### config.mk
export PLATFORM = sky130hd
export DESIGN_NAME = sram_ctrl
export DESIGN_NICKNAME = d
export VERILOG_FILES = /design/src/rtl/sram_ctrl_pkg.sv /design/src/rtl/sram_ctrl.sv
export SDC_FILE = /design/constraint.sdc
export NUM_CORES = 1
export LEC_CHECK = 0
export ABC_AREA = 1
export CAP_MARGIN = 10
export CORE_ASPECT_RATIO = 0.7
export CORE_MARGIN = 3
export CORE_UTILIZATION = 55
export DETAILED_ROUTE_END_ITERATION = 7
export GPL_ROUTABILITY_DRIVEN = 0
export PLACE_DENSITY_LB_ADDON = 0.08
export SLEW_MARGIN = 20
export SYNTH_ARGS = -nofsm -noshare
export SYNTH_HDL_FRONTEND = slang
export SYNTH_SLANG_ARGS = --single-unit
### constraint.sdc
create_clock -name clk -period 9.4 [get_ports clk]
set_input_delay 1.88 -clock clk [delete_from_list [all_inputs] [get_ports clk]]
set_output_delay 1.88 -clock clk [all_outputs]
set_load 0.01 [all_outputs]
### src/rtl/sram_ctrl_pkg.sv
// Shared types and helpers for the asynchronous SRAM bridge.
package sram_ctrl_pkg;

   typedef enum logic [1:0] {ACC_BYTE, ACC_HALF, ACC_WORD, ACC_RSVD} acc_e;

   typedef enum logic [2:0] {S_IDLE, S_SETUP, S_STROBE, S_HOLD, S_DONE} state_e;

   localparam int SRAM_DEPTH = 1 << 19;

   // Index of the final byte cycle; the reserved size runs as a word.
   function automatic logic [1:0] last_idx(acc_e acc);
      case (acc)
         ACC_BYTE: return 2'd0;
         ACC_HALF: return 2'd1;
         default:  return 2'd3;
      endcase
   endfunction

   function automatic logic misaligned(acc_e acc, logic [1:0] lsb);
      case (acc)
         ACC_BYTE: return 1'b0;
         ACC_HALF: return lsb[0];
         ACC_WORD: return lsb != 2'd0;
         default:  return 1'b1;
      endcase
   endfunction

endpackage

### src/rtl/sram_ctrl.sv
// 32-bit bus to 8-bit async SRAM bridge; each access is split into little-endian byte cycles.
// Optional SRAM_CTRL_ALIGN_CHK_EN rejects misaligned/reserved requests with bus_err.
module sram_ctrl
   import sram_ctrl_pkg::*;
#(
   parameter int ADDR_W        = 19,
   parameter int STROBE_CYCLES = 1
) (
   input  logic              clk,
   input  logic              rst,
   input  logic              bus_req,
   output logic              bus_ready,
   input  logic              bus_w_rb,
   input  logic [1:0]        bus_acc,
   input  logic [ADDR_W-1:0] bus_addr,
   input  logic [31:0]       bus_wdata,
   output logic [31:0]       bus_rdata,
   output logic              bus_resp,
   output logic              bus_err,
   output logic              sram_ce_bar,
   output logic              sram_oe_bar,
   output logic              sram_we_bar,
   output logic [ADDR_W-1:0] sram_addr,
   output logic [7:0]        sram_dout,
   output logic              sram_doe,
   input  logic [7:0]        sram_din
);

   state_e            state, state_nx;
   logic [1:0]        idx, idx_nx;
   logic [3:0]        scnt;
   logic [ADDR_W-1:0] base;
   logic [31:0]       wdat;
   acc_e              acc;
   logic              wr;
   logic [31:0]       rbuf;
   logic              strobe_last;

   logic              ce_nx, oe_nx, we_nx, doe_nx, resp_nx, err_nx;
   logic [ADDR_W-1:0] addr_nx;
   logic [7:0]        dout_nx;

   assign strobe_last = (scnt == 4'(STROBE_CYCLES - 1));

   // Pin values are computed for the state being entered, so every output is a flop.
   always_comb begin
      state_nx = state;
      idx_nx   = idx;
      ce_nx    = 1'b1;
      oe_nx    = 1'b1;
      we_nx    = 1'b1;
      doe_nx   = 1'b0;
      resp_nx  = 1'b0;
      err_nx   = 1'b0;
      addr_nx  = sram_addr;
      dout_nx  = sram_dout;
      case (state)
         S_IDLE: begin
            if (bus_req) begin
`ifdef SRAM_CTRL_ALIGN_CHK_EN
               if (misaligned(acc_e'(bus_acc), bus_addr[1:0])) begin
                  state_nx = S_DONE;
                  resp_nx  = 1'b1;
                  err_nx   = 1'b1;
               end else
`endif
               begin
                  state_nx = S_SETUP;
                  idx_nx   = 2'd0;
                  ce_nx    = 1'b0;
                  addr_nx  = bus_addr;
                  doe_nx   = bus_w_rb;
                  dout_nx  = bus_w_rb ? bus_wdata[7:0] : sram_dout;
               end
            end
         end
         S_SETUP: begin
            state_nx = S_STROBE;
            ce_nx    = 1'b0;
            doe_nx   = wr;
            oe_nx    = wr;
            we_nx    = !wr;
         end
         S_STROBE: begin
            ce_nx  = 1'b0;
            doe_nx = wr;
            if (strobe_last) begin
               state_nx = S_HOLD;
            end else begin
               oe_nx = wr;
               we_nx = !wr;
            end
         end
         S_HOLD: begin
            if (idx != last_idx(acc)) begin
               state_nx = S_SETUP;
               idx_nx   = idx + 2'd1;
               ce_nx    = 1'b0;
               doe_nx   = wr;
               addr_nx  = base + {{(ADDR_W-2){1'b0}}, idx_nx};
               dout_nx  = wr ? wdat[{idx_nx, 3'b000} +: 8] : sram_dout;
            end else begin
               state_nx = S_DONE;
               resp_nx  = 1'b1;
            end
         end
         S_DONE: state_nx = S_IDLE;
         default: state_nx = S_IDLE;
      endcase
   end

   always_ff @(posedge clk or posedge rst) begin
      if (rst) begin
         state       <= S_IDLE;
         idx         <= 2'd0;
         scnt        <= 4'd0;
         base        <= '0;
         wdat        <= 32'd0;
         acc         <= ACC_BYTE;
         wr          <= 1'b0;
         rbuf        <= 32'd0;
         sram_ce_bar <= 1'b1;
         sram_oe_bar <= 1'b1;
         sram_we_bar <= 1'b1;
         sram_addr   <= '0;
         sram_dout   <= 8'd0;
         sram_doe    <= 1'b0;
         bus_resp    <= 1'b0;
         bus_err     <= 1'b0;
         bus_ready   <= 1'b1;
         bus_rdata   <= 32'd0;
      end else begin
         state       <= state_nx;
         idx         <= idx_nx;
         scnt        <= (state == S_STROBE) ? scnt + 4'd1 : 4'd0;
         sram_ce_bar <= ce_nx;
         sram_oe_bar <= oe_nx;
         sram_we_bar <= we_nx;
         sram_addr   <= addr_nx;
         sram_dout   <= dout_nx;
         sram_doe    <= doe_nx;
         bus_resp    <= resp_nx;
         bus_err     <= err_nx;
         bus_ready   <= (state_nx == S_IDLE);
         if (state == S_IDLE && bus_req) begin
            base <= bus_addr;
            wdat <= bus_wdata;
            acc  <= acc_e'(bus_acc);
            wr   <= bus_w_rb;
            rbuf <= 32'd0;
         end
         if (state == S_STROBE && strobe_last && !wr)
            rbuf[{idx, 3'b000} +: 8] <= sram_din;
         // Publish a read only once complete so bus_rdata holds the previous result meanwhile.
         if (state == S_HOLD && state_nx == S_DONE && !wr)
            bus_rdata <= rbuf;
      end
   end

endmodule

==> impl_metrics.csv, run 1 <==
group,metric,value,unit
final_layout,synthToLayoutAreaGrowth,25.5,%
route,routed_wl,18000,µm
clock_tree,clk_latency,420,ps
route,drtIter0Drc,644,
global_route,grt_pass1_vias,5791,
logic_synthesis,synth_cell_types,34,
logic_synthesis,syn_inst,899,
clock_tree,clkTransAtPathRegs,60,ps
clock_tree,cts.path.max_buffers,2,
final_layout,drive_gt1_frac,0.0763,
logic_synthesis,synth_top_cell_area_share,0.522,
logic_synthesis,synth_edf_count,0,
logic_synthesis,synth_top_area_cell,"dfrtp_1",
worst_setup_path,r2r_slack,5650,ps
timing,finalClockSkew,13.9,ps
worst_setup_path,r2r_start,"idx[0]",
timing,worstMarginPinSlew,1040,ps
global_route,grt_usage,0.240,
final_layout,fin_util,0.730,
logic_synthesis,synth_seq_cells,160,
worst_setup_path,cp-end-kind,"flip-flop",
timing,hold_viol,0,
floorplanning,io_pins,131,
final_layout,diodes,0,
pwr,leakage,4.43,nW
final_layout,final_cell_area,9380,µm²
global_route,use_met3,0.0349,
clock_tree,root_buffer,"clkbuf_16",
clock_tree,cts_setup_buffers,0,
pwr,ir_drop,0.168,mV
final_layout,final-seq-area,4010,µm²
timing,rsz0062_at_grt,"false",
global_route,antenna_found_initial,0,
global_route,top_usage_layer,"met1",
floorplanning,fp.coreArea,12800,µm²
floorplanning,num_rows,34,
placement,hpwl,12000,µm
logic_synthesis,syn_avg_cell_area,8.32,µm²
logic_synthesis,synth_top_cells_by_area,"dfrtp_1 52%, nand2_1 16%, o21ai_0 4.9%",
worst_setup_path,critical_path_arrival,4250,ps
clock_tree,clock-sinks,160,
route,vias,6261,
floorplanning,initial_core_util,0.582,
timing,fin_crit,3960,ps
route,ant_nets,0,
final_layout,fin_cells,1202,
global_route,grt_util_met1,0.392,
logic_synthesis,synthesis.area,7480,µm²
clock_tree,post_cts_resized,0,
logic_synthesis,async_flop_share,1.00,
worst_hold_path,hp-class,"reg -> reg",
route,drc,0,
worst_setup_path,critPathMaxFanout,105,
floorplanning,die_w,145,µm
final_layout,nNetsFinal,1084,
global_route,grt-ovfl-total,0,
placement,postPlaceCellArea,8800,µm²
worst_setup_path,endpoint,"rbuf[10]",
clock_tree,cts_tree,"done",
worst_setup_path,timing.rr.end,"sram_addr[18]",
route,wl_per_cell,14.9,µm
worst_setup_path,cp.required,9690,ps
timing,max_freq,0.252,GHz
timing,setup_viol,0,
placement,place_inst,1170,
worst_setup_path,start_kind,"primary input",
worst_setup_path,startpoint,"bus_req",
timing,fin_crit_sh,0.421,
floorplanning,die-area,15100,µm²
final_layout,multi_input_area,2940,µm²
clock_tree,numCtsBuffers,17,
clock_tree,cts_hold_buf,0,
pwr,power.density,329,nW/µm²
logic_synthesis,ys.flop_type,"dfrtp_1",
logic_synthesis,ys.warnings.count,0,
floorplanning,die_y,104,µm
global_route,grt_max_degree,106,
route,first_pass_iters,5,
worst_setup_path,reg2regPathDepth,15,
final_layout,fillers,941,
clock_tree,htree_levels,4,
outcome,status,"finished clean",
placement,port-buffer-count,129,
global_route,grt.met2_usage,0.331,
logic_synthesis,ys_seq_area_frac,0.536,
global_route,grt_pass1_wl,29500,µm
run,maxCapViolations,0,
logic_synthesis,syn_nets,974,
worst_setup_path,path_class,"in -> reg",
timing,slew_viol_final,0,
route,via_per_inst,5.21,
timing,tns,0,ps
timing,slew_headroom,0.309,
==> layer usage <==
| layer | part of all wire | vias up |
|---|---|---|
| li1 | - | 3085 |
| met1 | 0.50 | 2907 |
| met2 | 0.42 | 249 |
| met3 | 0.069 | 20 |
| met4 | 0.010 | 0 |
| met5 | 0 | - |
==> synth_stat cells (2+ instances only) <==
cell	count
o21ai_0	73
dfstp_2	4
nand3_2	3
nor2_4	4
dfrtp_1	156
xor2_1	2
nand2_1	317
o21ai_2	14
o31ai_1	24
nor2_1	56
a21oi_1	13
buf_6	5
inv_1	76
ha_1	9
buf_4	5
inv_2	7
nand3_1	61
clkbuf_1	13
xnor2_1	2
o21ai_1	7
buf_2	17
nor2_2	3
nor3_1	4
nand4_1	14
==> cell families (layout without fill, tap and decap cells) <==
group | Yosys count | after routing | synth area share
AND/OR/NAND/NOR | 466 | 466 | 0.262
flip-flops | 160 | 160 | 0.536
AO/OA/AOI/OAI | 133 | 133 | 0.105
buffers and inverters | 124 | 247 | 0.0726
adder cells (fa/ha/maj) | 10 | 10 | 0.0177
XOR/XNOR | 5 | 5 | 0.00686
other | 1 | 1 | 0.000501
==> state kept, by name (all words and copies together), names as in the netlist, 2 cells and up <==
register   cells
idx            2
bus_rdata     32
wdat          32
base          19
state          3
scnt           4
sram_addr     19
acc            2
sram_dout      8
rbuf          32
==> worst min path at each step <==
stage	to	slack, ps	start	cells after the start
2_1_floorplan	wdat[31]	440	wdat[31]	2
3_5_place_dp	wdat[0]	460	wdat[0]	2
4_1_cts	bus_rdata[9]	470	bus_rdata[9]	2
6_report	bus_rdata[9]	470	bus_rdata[9]	2
5_1_grt	wdat[0]	490	wdat[0]	2
3_3_place_gp	wdat[30]	450	wdat[30]	2
==> cells in the final DEF, fill, tap and decap left out, drive strengths merged <==
cell,count
o21bai,1
nand3,65
clkinv,4
conb,1
fa,1
clkinvlp,1
o31ai,24
dfrtp,156
ha,9
bufinv,1
o21ai,94
a31oi,1
nor3,4
clkbuf,17
nor2,63
a21oi,13
clkdlybuf4s50,129
or2,1
xor2,3
xnor2,2
dfstp,4
nand4,14
buf,3
nand2,318
inv,92
nand3b,1
==> final cells by class <==
type	instances	area share
Sequential cell	160	0.427
Multi-Input combinational cell	615	0.314
Timing Repair Buffer	132	0.140
Clock buffer	17	0.0453
Inverter	83	0.0337
Tap cell	180	0.0240
Clock inverter	15	0.0156
==> power breakdown <==
group | leakage [nW] | switching, mW | internal (mW)
clock | 0.282 | 0.303 | 0.373
sequential | 2.07 | 0.162 | 0.963
combinational | 2.08 | 0.782 | 0.501
==> worst max-delay path, cell delays in order <==
cell,delay (ps)
clkdlybuf4s50_1,470
inv_1,80
nor2_4,110
buf_4,780
inv_2,550
nand3_1,250
o21ai_0,110
==> metrics by stage <==
stage               hold slack [ps]  total power [mW]  worst slack, ps
finish                          471              3.08             5440
global route                    487              3.31             5250
CTS                             474              3.09             5450
detailed placement              458              2.40             5070
global placement                451              2.37             5130
floorplan                       437              1.92             3210
No activity file was read; power rests on OpenSTA's default activity.
==> run 2, diff against run 1 <==
--- a/config.mk
+++ b/config.mk
@@ -9,7 +9,7 @@
 export CAP_MARGIN = 10
 export CORE_ASPECT_RATIO = 0.7
 export CORE_MARGIN = 3
-export CORE_UTILIZATION = 55
+export CORE_UTILIZATION = 48
 export DETAILED_ROUTE_END_ITERATION = 7
 export GPL_ROUTABILITY_DRIVEN = 0
 export PLACE_DENSITY_LB_ADDON = 0.08
==> constraint.sdc (replaced) <==
create_clock -name clk -period 3.4 [get_ports clk]
set_input_delay 0.68 -clock clk [delete_from_list [all_inputs] [get_ports clk]]
set_output_delay 0.68 -clock clk [all_outputs]
set_load 0.01 [all_outputs]
==> impl_metrics.csv, run 2 (synthesized netlist as in run 1, its figures left out) <==
group,metric,value,unit
final_layout,reg_top3,"bus_rdata x32, rbuf x32, wdat x32",
pwr,power.density,912,nW/µm²
floorplanning,fp.coreArea,15000,µm²
worst_setup_path,cp.required,3710,ps
pwr,pwr-share-seq,0.360,
placement,hpwl,13100,µm
clock_tree,cts_hold_buf,0,
floorplanning,die_y,110,µm
route,drtIter0Drc,497,
worst_setup_path,reg2regPathDepth,14,
clock_tree,cts_setup_buffers,0,
clock_tree,cts_tree,"done",
clock_tree,htree_levels,4,
worst_setup_path,cp-end-kind,"flip-flop",
route,first_pass_iters,5,
worst_setup_path,start_kind,"flip-flop",
placement,port-buffer-count,129,
worst_setup_path,critical_path_arrival,2920,ps
global_route,grt_usage,0.223,
final_layout,fillers,1306,
pwr,ir_drop,0.445,mV
pwr,switchingPower,3.42,mW
pwr,clock_power_share,0.224,
final_layout,drive_gt1_frac,0.0779,
final_layout,final_common_cell,"nand2_1",
clock_tree,post_cts_resized,0,
clock_tree,root_buffer,"clkbuf_16",
final_layout,synthToLayoutAreaGrowth,26.8,%
route,ant_nets,0,
global_route,grt_max_degree,83,
timing,slew_headroom,0.334,
timing,tns,0,ps
timing,fin_crit,2610,ps
global_route,grt-ovfl-total,0,
global_route,antenna_found_initial,0,
final_layout,final_cell_area,9480,µm²
pwr,power_frac_comb,0.415,
worst_setup_path,endpoint,"sram_addr[16]",
clock_tree,clkTransAtPathRegs,60,ps
final_layout,diodes,0,
global_route,grt_pass1_wl,30900,µm
worst_setup_path,path_class,"reg -> reg",
worst_setup_path,timing.rr.end,"sram_addr[16]",
final_layout,final_cell_mix,"316 x nand2_1, 156 x dfrtp_1, 129 x clkdlybuf4s50_1, 75 x inv_1, 73 x o21ai_0",
route,drc,0,
run,maxCapViolations,0,
worst_setup_path,r2r_start,"idx[0]",
timing,setup_viol,0,
timing,slew_viol_final,0,
clock_tree,numCtsBuffers,17,
worst_setup_path,startpoint,"idx[0]",
final_layout,nNetsFinal,1090,
route,routed_wl,18600,µm
floorplanning,initial_core_util,0.500,
global_route,grt_pass1_vias,5944,
clock_tree,clock-sinks,160,
timing,max_freq,0.384,GHz
route,wl_per_cell,15.2,µm
floorplanning,io_pins,131,
pwr,power.internal,5.23,mW
floorplanning,die_w,155,µm
worst_hold_path,hp-class,"reg -> reg",
worst_setup_path,critPathMaxFanout,14,
timing,finalClockSkew,11.0,ps
timing,hold_viol,0,
floorplanning,die-area,17100,µm²
timing,worstMarginPinSlew,991,ps
route,vias,6176,
worst_setup_path,r2r_slack,790,ps
pwr,leakage,4.46,nW
timing,fin_crit_sh,0.766,
pwr,switching_share,0.395,
placement,postPlaceCellArea,8890,µm²
floorplanning,num_rows,37,
outcome,status,"finished clean",
clock_tree,clk_latency,420,ps
timing,rsz0062_at_grt,"false",
clock_tree,cts.path.max_buffers,2,
route,via_per_inst,5.05,
[run 2: changes by cell type in the layout (fill, tap and decap cells not counted), sizes merged]
| cell | previous run | this run |
|---|---|---|
| buf | 3 | 9 |
| inv | 92 | 84 |
| bufinv | 1 | 3 |
| clkinvlp | 1 | 4 |
| clkbuf | 17 | 19 |
[run 2: worst max-delay path, cell delays in order (launching register included)]
cell and delay [ps]:
dfrtp_1 380, inv_1 340, ha_1 240, inv_2 110, fa_1 420, inv_1 80
nand3_1 100, nor2_1 150, inv_1 90, nor2_1 250, nand2_1 80, nand2_1 60
nand3_1 60, nand2_1 80, nand2_1 40
[run 2: layout make-up]
class                      count  area, µm²  area share
multi-input combinational    615       2930       0.309
timing repair buffer         138       1380       0.146
inverter                      83        315      0.0333
clock inverter                12        161      0.0170
clock buffer                  19        433      0.0457
tap                          195        244      0.0257
sequential                   160       4010       0.423
[run 2: how the worst min path moves through the flow]
stage                  start  endpoint  slack (ps)  cells past startpoint
floorplan           wdat[31]  wdat[31]         440                      2
global placement    wdat[30]  wdat[30]         450                      2
detailed placement  wdat[30]  wdat[30]         460                      2
CTS                 wdat[30]  wdat[30]         470                      2
global route        wdat[30]  wdat[30]         490                      2
finish              wdat[31]  wdat[31]         470                      2
[run 2: per-layer routing]
layer  GRT usage  routed length (µm)  up-vias
met5           0                   0        -
li1            -                   -     3097
met1       0.370                9630     2887
met2       0.301                7770      180
met4      0.0507                 119        0
met3      0.0384                1040       12
[run 2: power groups by stage]
stage / registers, mW / logic [mW] / clock network [mW]
detailed placement: 3.13 / 3.59 / 0
floorplan: 3.21 / 2.10 / 0
global placement: 3.14 / 3.54 / 0
global route: 3.22 / 4.06 / 2.05
finish: 3.12 / 3.59 / 1.94
CTS: 3.12 / 3.61 / 1.97
[run 2: metrics by stage]
stage | worst slack, ps | hold slack (ps) | util | power, mW | instances
2_1_floorplan | 694 | 437 | - | 5.31 | 899
3_3_place_gp | 837 | 449 | 0.594 | 6.67 | 1191
3_5_place_dp | 802 | 456 | 0.594 | 6.72 | 1191
4_1_cts | 785 | 472 | 0.634 | 8.70 | 1222
5_1_grt | 412 | 493 | 0.634 | 9.33 | 1222
6_report | 794 | 468 | 0.634 | 8.65 | 1222
==> run 3, diff against run 2 <==
--- a/config.mk
+++ b/config.mk
@@ -9,7 +9,7 @@
 export CAP_MARGIN = 10
 export CORE_ASPECT_RATIO = 0.7
 export CORE_MARGIN = 3
-export CORE_UTILIZATION = 48
+export CORE_UTILIZATION = 53
 export DETAILED_ROUTE_END_ITERATION = 7
 export GPL_ROUTABILITY_DRIVEN = 0
 export PLACE_DENSITY_LB_ADDON = 0.08
==> constraint.sdc (replaced) <==
create_clock -name clk -period 2.6 [get_ports clk]
set_input_delay 0.52 -clock clk [delete_from_list [all_inputs] [get_ports clk]]
set_output_delay 0.52 -clock clk [all_outputs]
set_load 0.01 [all_outputs]
==> impl_metrics.csv, run 3 (synthesized netlist as in run 1, its figures left out) <==
group,metric,value,unit
global_route,grt-ovfl-total,0,
placement,place_inst,1193,
worst_hold_path,min_from,"wdat[26]",
timing,slew_headroom,0.567,
timing,tns,0,ps
clock_tree,htree_levels,4,
worst_setup_path,path_class,"reg -> reg",
route,wl_per_cell,14.6,µm
worst_setup_path,r2r_slack,210,ps
global_route,grt_pass1_wl,29900,µm
route,vias,6316,
clock_tree,clk_latency,420,ps
worst_setup_path,timing.rr.end,"sram_addr[18]",
worst_hold_path,min_to,"wdat[26]",
global_route,antenna_found_initial,0,
worst_setup_path,reg2regPathDepth,14,
route,first_pass_iters,5,
final_layout,final_common_cell,"nand2_1",
worst_setup_path,cp-end-kind,"flip-flop",
clock_tree,cts.path.max_buffers,2,
clock_tree,clkTransAtPathRegs,60,ps
clock_tree,cts_tree,"done",
final_layout,fillers,1091,
timing,finalClockSkew,10.6,ps
floorplanning,io_pins,131,
worst_setup_path,cp.required,2910,ps
floorplanning,die_y,105,µm
clock_tree,cts_setup_buffers,0,
run,maxCapViolations,0,
final_layout,nNetsFinal,1102,
pwr,power.density,1190,nW/µm²
final_layout,reg_top3,"bus_rdata x32, rbuf x32, wdat x32",
clock_tree,root_buffer,"clkbuf_16",
final_layout,diodes,0,
placement,port-buffer-count,129,
worst_hold_path,hp-class,"reg -> reg",
floorplanning,die-area,15600,µm²
timing,fin_ws,209,ps
floorplanning,num_rows,35,
worst_setup_path,critical_path_arrival,2700,ps
outcome,status,"finished clean",
worst_hold_path,holdPathStages,2,
timing,max_freq,0.418,GHz
route,drc,0,
final_layout,final_cell_mix,"316 x nand2_1, 156 x dfrtp_1, 129 x clkdlybuf4s50_1, 75 x inv_1, 73 x o21ai_0",
clock_tree,numCtsBuffers,17,
worst_setup_path,start_kind,"flip-flop",
final_layout,synthToLayoutAreaGrowth,28.3,%
timing,fin_crit_sh,0.920,
worst_setup_path,critPathMaxFanout,6,
timing,setup_viol,0,
placement,dp_worst_setup_slack,228,ps
clock_tree,cts_hold_buf,0,
global_route,grt_usage,0.237,
timing,fin_crit,2390,ps
pwr,leakage,4.53,nW
floorplanning,initial_core_util,0.554,
route,ant_nets,0,
route,via_per_inst,5.16,
floorplanning,die_w,148,µm
final_layout,fin_cells,1225,
route,routed_wl,17900,µm
placement,hpwl,12500,µm
pwr,finalPower,11.4,mW
route,drtIter0Drc,532,
timing,worstMarginPinSlew,649,ps
global_route,grt_max_degree,57,
timing,slew_viol_final,0,
global_route,grt_pass1_vias,5968,
floorplanning,fp.coreArea,13500,µm²
timing,hold_viol,0,
pwr,ir_drop,0.654,mV
worst_setup_path,r2r_start,"idx[0]",
timing,rsz0062_at_grt,"false",
final_layout,drive_gt1_frac,0.0923,
clock_tree,clock-sinks,160,
run 3: cell types whose count changed in the layout (fill, tap and decap cells not counted):
cell | previous run | this run
buf_4 | 7 | 17
clkinv_4 | 3 | 0
inv_6 | 2 | 5
buf_12 | 2 | 4
clkbuf_1 | 2 | 0
clkbuf_8 | 0 | 2
bufinv_16 | 3 | 2
clkinvlp_4 | 4 | 5
inv_8 | 0 | 1
nor2_1 | 56 | 55
nor2_2 | 2 | 3
run 3: how the worst max path moves through the flow:
| stage | startpoint | to | slack, ps | cells past startpoint |
|---|---|---|---|---|
| 4_1_cts | idx[0] | sram_addr[17] | 200 | 13 |
| 2_1_floorplan | rst | acc[0] | 50 | 1 |
| 3_3_place_gp | idx[0] | sram_addr[17] | 290 | 13 |
| 6_report | idx[0] | sram_addr[18] | 210 | 14 |
| 5_1_grt | idx[0] | sram_addr[16] | 20 | 14 |
| 3_5_place_dp | idx[0] | sram_addr[17] | 230 | 13 |
run 3: worst max-delay path, cell delays in order (launching register included):
cell and delay (ps):
dfrtp_1 340, inv_1 110, ha_1 330, inv_2 50, fa_1 400, inv_1 90
nand3_1 80, nor2_1 130, inv_1 110, nor2_1 280, nand2_1 100, nand2_1 80
nand3_1 60, nand2_1 70, nand2_1 40
run 3: metal layers:
layer	part of all wire	up-vias	track usage
li1	-	3121	-
met1	0.50	2961	0.377
met2	0.42	213	0.332
met3	0.061	21	0.0486
met4	0.013	0	0.0534
met5	0	-	0
run 3: repair_timing:
action / CTS / global route
endpoints found under the setup margin: 0 / 2
gates resized for setup: 0 / 1
endpoints found under the hold margin: 0 / 0
run 3: through the flow:
| step | hold slack (ps) | utilization | instance area [µm²] |
|---|---|---|---|
| 2_1_floorplan | 437 | - | 7480 |
| 3_3_place_gp | 449 | 0.666 | 8990 |
| 3_5_place_dp | 455 | 0.666 | 8990 |
| 4_1_cts | 470 | 0.711 | 9590 |
| 5_1_grt | 484 | 0.711 | 9590 |
| 6_report | 466 | 0.711 | 9590 |
run 3: area by class of cell:
class,instances,area (µm²),area share
sequential,160,4010,0.418
multi-input combinational,615,2940,0.306
timing repair buffer,150,1500,0.156
clock buffer,19,453,0.0472
inverter,83,315,0.0329
tap,185,231,0.0241
clock inverter,13,150,0.0156
run 3: power by group:
group	internal (mW)	switching, mW
logic	1.94	2.86
registers	3.48	0.562
clock network	1.49	1.06
